$ cat config.mk
export PLATFORM = sky130hd
export DESIGN_NAME = rr_stream_arbiter
export DESIGN_NICKNAME = d
export VERILOG_FILES = /design/src/rtl/arb_pkg.sv /design/src/rtl/rr_picker.sv /design/src/rtl/rr_stream_arbiter.sv
export SDC_FILE = /design/constraint.sdc
export NUM_CORES = 1
export LEC_CHECK = 0
export ABC_CLOCK_PERIOD_IN_PS = 2300
export CAP_MARGIN = 0
export CORE_AREA = 2 2 88 90
export CTS_CLUSTER_SIZE = 25
export DETAILED_ROUTE_END_ITERATION = 7
export DIE_AREA = 0 0 90 92
export DONT_BUFFER_PORTS = 1
export PLACE_DENSITY = 0.72
export SYNTH_ARGS = -nofsm -noshare
export SYNTH_HDL_FRONTEND = slang
export SYNTH_HIERARCHICAL = 1
export SYNTH_SLANG_ARGS = --single-unit
export TNS_END_PERCENT = 1
$ cat constraint.sdc
create_clock -name clk -period 2.3 [get_ports clk]
set_input_delay 0.46 -clock clk [delete_from_list [all_inputs] [get_ports clk]]
set_output_delay 0.46 -clock clk [all_outputs]
set_load 0.01 [all_outputs]
$ cat src/rtl/arb_pkg.sv
`timescale 1ns/1ps
`default_nettype none
// +--------------------------------------------------------------------+
// | arb_pkg: shared types and the round-robin search helper for the      |
// | stream arbiter.                                                      |
// | Revision: 1.0                                                        |
// +--------------------------------------------------------------------+
package arb_pkg;

  typedef enum logic {IDLE, GRANT} arb_state_t;

  localparam logic [1:0] MODE_NONE = 2'b00;
  localparam int MAX_CH   = 32;
  localparam int MAX_CH_W = $clog2(MAX_CH);

  // Offsets are scanned from the far end so the closest set bit to ptr wins last.
  function automatic int rr_next(input logic [MAX_CH-1:0] req, input int ptr, input int n);
    int result;
    int idx;
    result = ptr;
    for (int k = MAX_CH - 1; k >= 0; k--) begin
      if (k < n) begin
        idx = (ptr + k) % n;
        if (req[idx[MAX_CH_W-1:0]]) result = idx;
      end
    end
    return result;
  endfunction

endpackage
`default_nettype wire

$ cat src/rtl/rr_picker.sv
`timescale 1ns/1ps
`default_nettype none
// +--------------------------------------------------------------------+
// | rr_picker: combinational round-robin pick of the first requesting    |
// | channel at or after ptr, wrapping around.                            |
// | Revision: 1.0                                                        |
// +--------------------------------------------------------------------+
module rr_picker
  import arb_pkg::*;
#(
  parameter int N_CH = 4,
  localparam int SRC_W = $clog2(N_CH)
) (
  input  logic [N_CH-1:0]  req,
  input  logic [SRC_W-1:0] ptr,
  output logic [SRC_W-1:0] gnt_idx,
  output logic             any_req
);

  logic [MAX_CH-1:0] w_req_ext;

  assign w_req_ext = MAX_CH'(req);
  assign gnt_idx   = SRC_W'(rr_next(w_req_ext, int'(ptr), N_CH));
  assign any_req   = |req;

endmodule
`default_nettype wire

$ cat src/rtl/rr_stream_arbiter.sv
`timescale 1ns/1ps
`default_nettype none
// +--------------------------------------------------------------------+
// | rr_stream_arbiter: N-channel round-robin burst arbiter feeding the   |
// | shared input FIFO write port, with back-pressure and source tag.     |
// | Revision: 1.0                                                        |
// +--------------------------------------------------------------------+
module rr_stream_arbiter
  import arb_pkg::*;
#(
  parameter int DW        = 32,
  parameter int N_CH      = 4,
  parameter int MAX_BURST = 16,
  localparam int SRC_W    = $clog2(N_CH)
) (
  input  logic                 clk,
  input  logic                 rst,
  input  logic [2*N_CH-1:0]    ch_mode,
  input  logic [DW*N_CH-1:0]   ch_data,
  input  logic [8*N_CH-1:0]    ch_proc_val,
  input  logic [N_CH-1:0]      ch_data_valid,
  input  logic [N_CH-1:0]      ch_last,
  output logic [N_CH-1:0]      ch_ready,
  input  logic                 fifo_full,
  input  logic                 mstr_cmplt,
  output logic [1:0]           slvx_mode,
  output logic [DW-1:0]        slvx_data,
  output logic [7:0]           slvx_proc_val,
  output logic                 slvx_data_valid,
  output logic [SRC_W-1:0]     data_source
);

  localparam int               CNT_W     = $clog2(MAX_BURST + 1);
  localparam logic [CNT_W-1:0] C_MAX     = CNT_W'(MAX_BURST);
  localparam logic [SRC_W-1:0] C_LAST_CH = SRC_W'(N_CH - 1);

  arb_state_t       r_state;
  logic [SRC_W-1:0] r_rr_ptr;
  logic [SRC_W-1:0] r_gnt_idx;
  logic [CNT_W-1:0] r_beat_cnt;

  logic [N_CH-1:0]  w_req;
  logic [SRC_W-1:0] w_pick;
  logic             w_any_req;
  logic             w_granted;
  logic             w_stall;
  logic             w_accept;
  logic             w_release;
  logic [CNT_W-1:0] w_cnt_nxt;
  logic [SRC_W-1:0] w_ptr_nxt;
  logic [DW-1:0]    w_sel_data;
  logic [7:0]       w_sel_pv;
  logic [1:0]       w_sel_mode;
  logic             w_sel_valid;
  logic             w_sel_last;

  generate
    for (genvar i = 0; i < N_CH; i++) begin : g_req
      assign w_req[i] = (ch_mode[2*i +: 2] != MODE_NONE);
    end
  endgenerate

  rr_picker #(.N_CH(N_CH)) u_picker (
    .req     (w_req),
    .ptr     (r_rr_ptr),
    .gnt_idx (w_pick),
    .any_req (w_any_req)
  );

  always_comb begin
    w_sel_data  = '0;
    w_sel_pv    = '0;
    w_sel_mode  = MODE_NONE;
    w_sel_valid = 1'b0;
    w_sel_last  = 1'b0;
    for (int i = 0; i < N_CH; i++) begin
      if (r_gnt_idx == SRC_W'(i)) begin
        w_sel_data  = ch_data[i*DW +: DW];
        w_sel_pv    = ch_proc_val[i*8 +: 8];
        w_sel_mode  = ch_mode[2*i +: 2];
        w_sel_valid = ch_data_valid[i];
        w_sel_last  = ch_last[i];
      end
    end
  end

  assign w_granted = (r_state == GRANT);
  assign w_stall   = fifo_full | mstr_cmplt;
  assign w_accept  = w_granted & ~w_stall & w_sel_valid;
  assign w_cnt_nxt = r_beat_cnt + CNT_W'(1);
  assign w_ptr_nxt = (r_gnt_idx == C_LAST_CH) ? '0 : r_gnt_idx + SRC_W'(1);

  // A stalled grant never releases, even if the channel drops its request.
  assign w_release = (w_accept & (w_sel_last | (w_cnt_nxt == C_MAX)))
                   | (w_granted & ~w_stall & ~w_accept & (w_sel_mode == MODE_NONE));

  always_comb begin
    ch_ready = '0;
    if (w_granted && !w_stall) ch_ready[r_gnt_idx] = 1'b1;
  end

  always_ff @(posedge clk or posedge rst) begin
    if (rst) begin
      r_state         <= IDLE;
      r_rr_ptr        <= '0;
      r_gnt_idx       <= '0;
      r_beat_cnt      <= '0;
      slvx_mode       <= MODE_NONE;
      slvx_data       <= '0;
      slvx_proc_val   <= '0;
      slvx_data_valid <= 1'b0;
      data_source     <= '0;
    end else begin
      slvx_data_valid <= w_accept;
      if (w_accept) begin
        slvx_data     <= w_sel_data;
        slvx_proc_val <= w_sel_pv;
        slvx_mode     <= w_sel_mode;
        data_source   <= r_gnt_idx;
      end
      case (r_state)
        IDLE: begin
          if (w_any_req) begin
            r_gnt_idx  <= w_pick;
            r_beat_cnt <= '0;
            r_state    <= GRANT;
          end
        end
        GRANT: begin
          if (w_accept) r_beat_cnt <= w_cnt_nxt;
          if (w_release) begin
            r_state  <= IDLE;
            r_rr_ptr <= w_ptr_nxt;
          end
        end
      endcase
    end
  end

endmodule
`default_nettype wire

==> flow_metrics.py <==
metrics = {
    "synth": {
        "synth_nets": 605,
        "synth_area_leaders": "dfrtp_1 39%, a21oi_1 12%, a221oi_1 10%",
        "syn_area_per_cell_sq_um": 8.49,
        "async_flop_share": 1.00,
        "synth_ff_type": "dfrtp_1",
        "ys_ff_latch": 55,
        "syn_area_sq_um": 3570,
        "synth_cells": 420,
        "yosys_warnings": 6,
        "yosysSeqAreaShare": 0.386,
        "synth_cell_type_count": 41,
        "synth_edf_count": 0,
        "synth_top_cell_by_area": "dfrtp_1",
        "yosysTopAreaCellShare": 0.386,
    },
    "drt": {
        "postRouteAntennaNets": 0,
        "route.met2.wl_microns": 4870,
        "dr.pass1.iters": 4,
        "post-route-drc-count": 0,
        "dr_total_vias": 3197,
        "routedWlPerCell_microns": 19.2,
        "viasPerCell": 6.28,
        "drtIter0Drc": 156,
        "top_layer_used": "met4",
        "wirelength_microns": 9800,
        "wl_met3_microns": 716,
        "route.layer.met1.wl_microns": 4020,
    },
    "clocking": {
        "cts_hold_buf": 0,
        "tritoncts": "done",
        "clk_pin_slew_ns": 0.09,
        "clock_sinks": 55,
        "clk_latency_ns": 0.30,
        "cts_root_buffer": "clkbuf_8",
        "htree_levels": 2,
        "cts-buffers-inserted": 5,
        "clockBufferDepth": 2,
    },
    "timing": {
        "finalHoldViolCount": 0,
        "worst_pin_slew_ns": 0.583,
        "slew_violations": 0,
        "period_share": 0.958,
        "skew_ns": 0.00407,
        "max-slew-margin-rel": 0.611,
        "rsz0062_at_grt": "false",
        "tns_ns": 0,
        "min_period_ns": 2.20,
        "fmax_mhz": 454,
        "setup_viol_count_final": 0,
    },
    "pwr": {
        "totalPowerFinal_mw": 5.83,
        "p_int_mw": 3.12,
        "p_sw_frac": 0.465,
        "p_seq_frac": 0.349,
        "vdd_drop_max_uv": 673,
        "p_leak_nw": 1.44,
        "power_frac_comb": 0.551,
        "power_density_nw_per_um2": 1540,
        "power.net_switching_mw": 2.71,
        "p_clk_frac": 0.100,
    },
    "floorplanning": {
        "die_w_microns": 90,
        "io_pins": 229,
        "core-area_sq_um": 7450,
        "fp.dieArea_sq_um": 8280,
        "initial_utilization": 0.479,
        "placementRows": 32,
        "die_y_microns": 92,
    },
    "placement": {
        "gp_congestion": 0.855,
        "io_buffers": 0,
        "post-dp-hpwl_microns": 7600,
    },
    "critical_path": {
        "r2r-start": "r_gnt_idx[1]",
        "path_buf_inv": 2,
        "worst-r2r-cell-count": 8,
        "crit_start": "r_gnt_idx[1]",
        "critPathMaxStageDelay_ns": 0.44,
        "crit_path_start_kind": "flop",
        "crit_end": "r_beat_cnt[4]",
        "path_depth": 8,
        "r2r_slack_ns": 0.1,
        "critPathKind": "flop to flop",
        "path_cells": "inv_1 > ha_1 > nor2b_4 > a221oi_4 > nor3b_4 > buf_4 > mux2_1 > a22o_1",
        "slowest_stage": "dfrtp_1",
        "crit_fanout": 5,
        "critPathTopFamily": "simple AND/OR/NAND/NOR gates",
        "required_ns": 2.49,
        "arrival_ns": 2.40,
        "r2r_end": "r_beat_cnt[4]",
        "end_kind": "flop",
    },
    "global_routing": {
        "antenna_found_initial": 0,
        "grt_first_pass_wirelength_microns": 15200,
        "grt_max_degree": 56,
        "first_global_vias": 3005,
        "grt_remaining_overflow": 0,
        "grt_use_total": 0.227,
    },
    "finish": {
        "syn2layout_area_growth_pct": 6.24,
        "drive_gt1_frac": 0.125,
        "nNetsFinal": 591,
        "diodes": 0,
    },
    "status": {
        "outcome": "finished, final reports clean",
    },
    "flow_run": {
        "cap_viol_max_count": 0,
    },
    "min_path": {
        "hp-class": "input pin to async pin",
    },
}
==> worst register-to-register path, cell delays in order, from the launching register on <==
cell and delay [ns]:
dfrtp_1 0.44, inv_1 0.11, ha_1 0.21, nor2b_4 0.26, a221oi_4 0.11, nor3b_4 0.25, buf_4 0.18, mux2_1 0.32
a22o_1 0.23
==> what timing repair did <==
item                                   CTS  global route
setup buffers                            0             2
setup endpoints to repair                0            22
endpoints found under the hold margin    0             0
gates resized for setup                  0             2
==> how the worst min path moves through the flow <==
stage	from	end	slack (ns)	depth (start not counted)
after floorplan	r_state	r_state	0.47	2
after global placement	rst	slvx_data[14]	0.43	1
after detailed placement	rst	slvx_data[11]	0.44	1
after CTS	rst	slvx_data[14]	0.11	1
after global routing	rst	slvx_data[14]	0.12	1
final	rst	slvx_data[11]	0.09	1
==> logic make-up after synthesis <==
logic type      Yosys count  share of synthesized area
compound gates          143                      0.261
xor+xnor                  1                    0.00246
fa+ha+maj                 5                     0.0175
buf+inv                  44                     0.0600
flops                    55                      0.386
mux                      12                     0.0372
simple gates            160                      0.236
==> synth_stat cells, drive strengths merged (5+ instances only) <==
master  instances
clkbuf         20
a221oi         43
nand2          10
ha              5
nor3           40
nor2b          41
nor2           47
or2             5
buf            18
a21oi          83
o22ai           6
o21ai           5
dfrtp          55
mux2           10
inv             6
==> area by class of cell <==
type,count,area (sq um)
inverter,6,22.5
multi-input combinational,321,1990
sequential,55,1380
clock inverter,1,7.51
fill,746,3660
timing repair buffer,17,169
tap,102,128
clock buffer,7,96.3
==> metal layers <==
layer	up-vias	global-route usage
met5	-	0
met4	0	0.0628
met3	17	0.0501
met2	151	0.373
met1	1521	0.303
li1	1508	-
==> power groups by stage <==
stage | clock network, mW | registers, mW | logic [mW]
2_1_floorplan | 0 | 1.91 | 2.61
3_3_place_gp | 0 | 2.04 | 3.06
3_5_place_dp | 0 | 2.06 | 3.18
4_1_cts | 0.605 | 2.04 | 3.19
5_1_grt | 0.638 | 2.09 | 3.66
6_report | 0.582 | 2.03 | 3.21
==> placed cells by master (no fill, tap or decap), types with 2 or more instances in the layout <==
master	n
mux2_2	9
a221oi_1	42
mux2i_1	2
a21oi_1	83
nor3_1	40
nand2b_1	2
buf_12	3
or2_2	4
and2b_2	2
o22ai_1	6
clkbuf_8	7
and2_1	4
nand3_1	2
ha_2	3
ha_1	2
nor2_1	47
o21ai_0	5
inv_1	5
nand2_1	10
nor2b_1	40
dfrtp_1	54
buf_4	13
==> state kept, by name, indices dropped and copies added (netlist names) <==
register         cells
slvx_data           32
slvx_proc_val        8
r_beat_cnt           5
data_source          2
r_gnt_idx            2
r_rr_ptr             2
slvx_mode            2
r_state              1
slvx_data_valid      1
==> per-stage QoR <==
step	setup slack, ns	std cells	hold slack [ns]	area [sq um]	utilization
floorplan	0.279	420	0.468	3570	-
global placement	0.171	499	0.434	3670	0.492
detailed placement	0.0566	499	0.442	3670	0.492
CTS	0.0473	507	0.105	3770	0.506
global route	0.00386	509	0.122	3790	0.509
finish	0.0975	509	0.0938	3790	0.509
(Power assumes the default switching activity.)
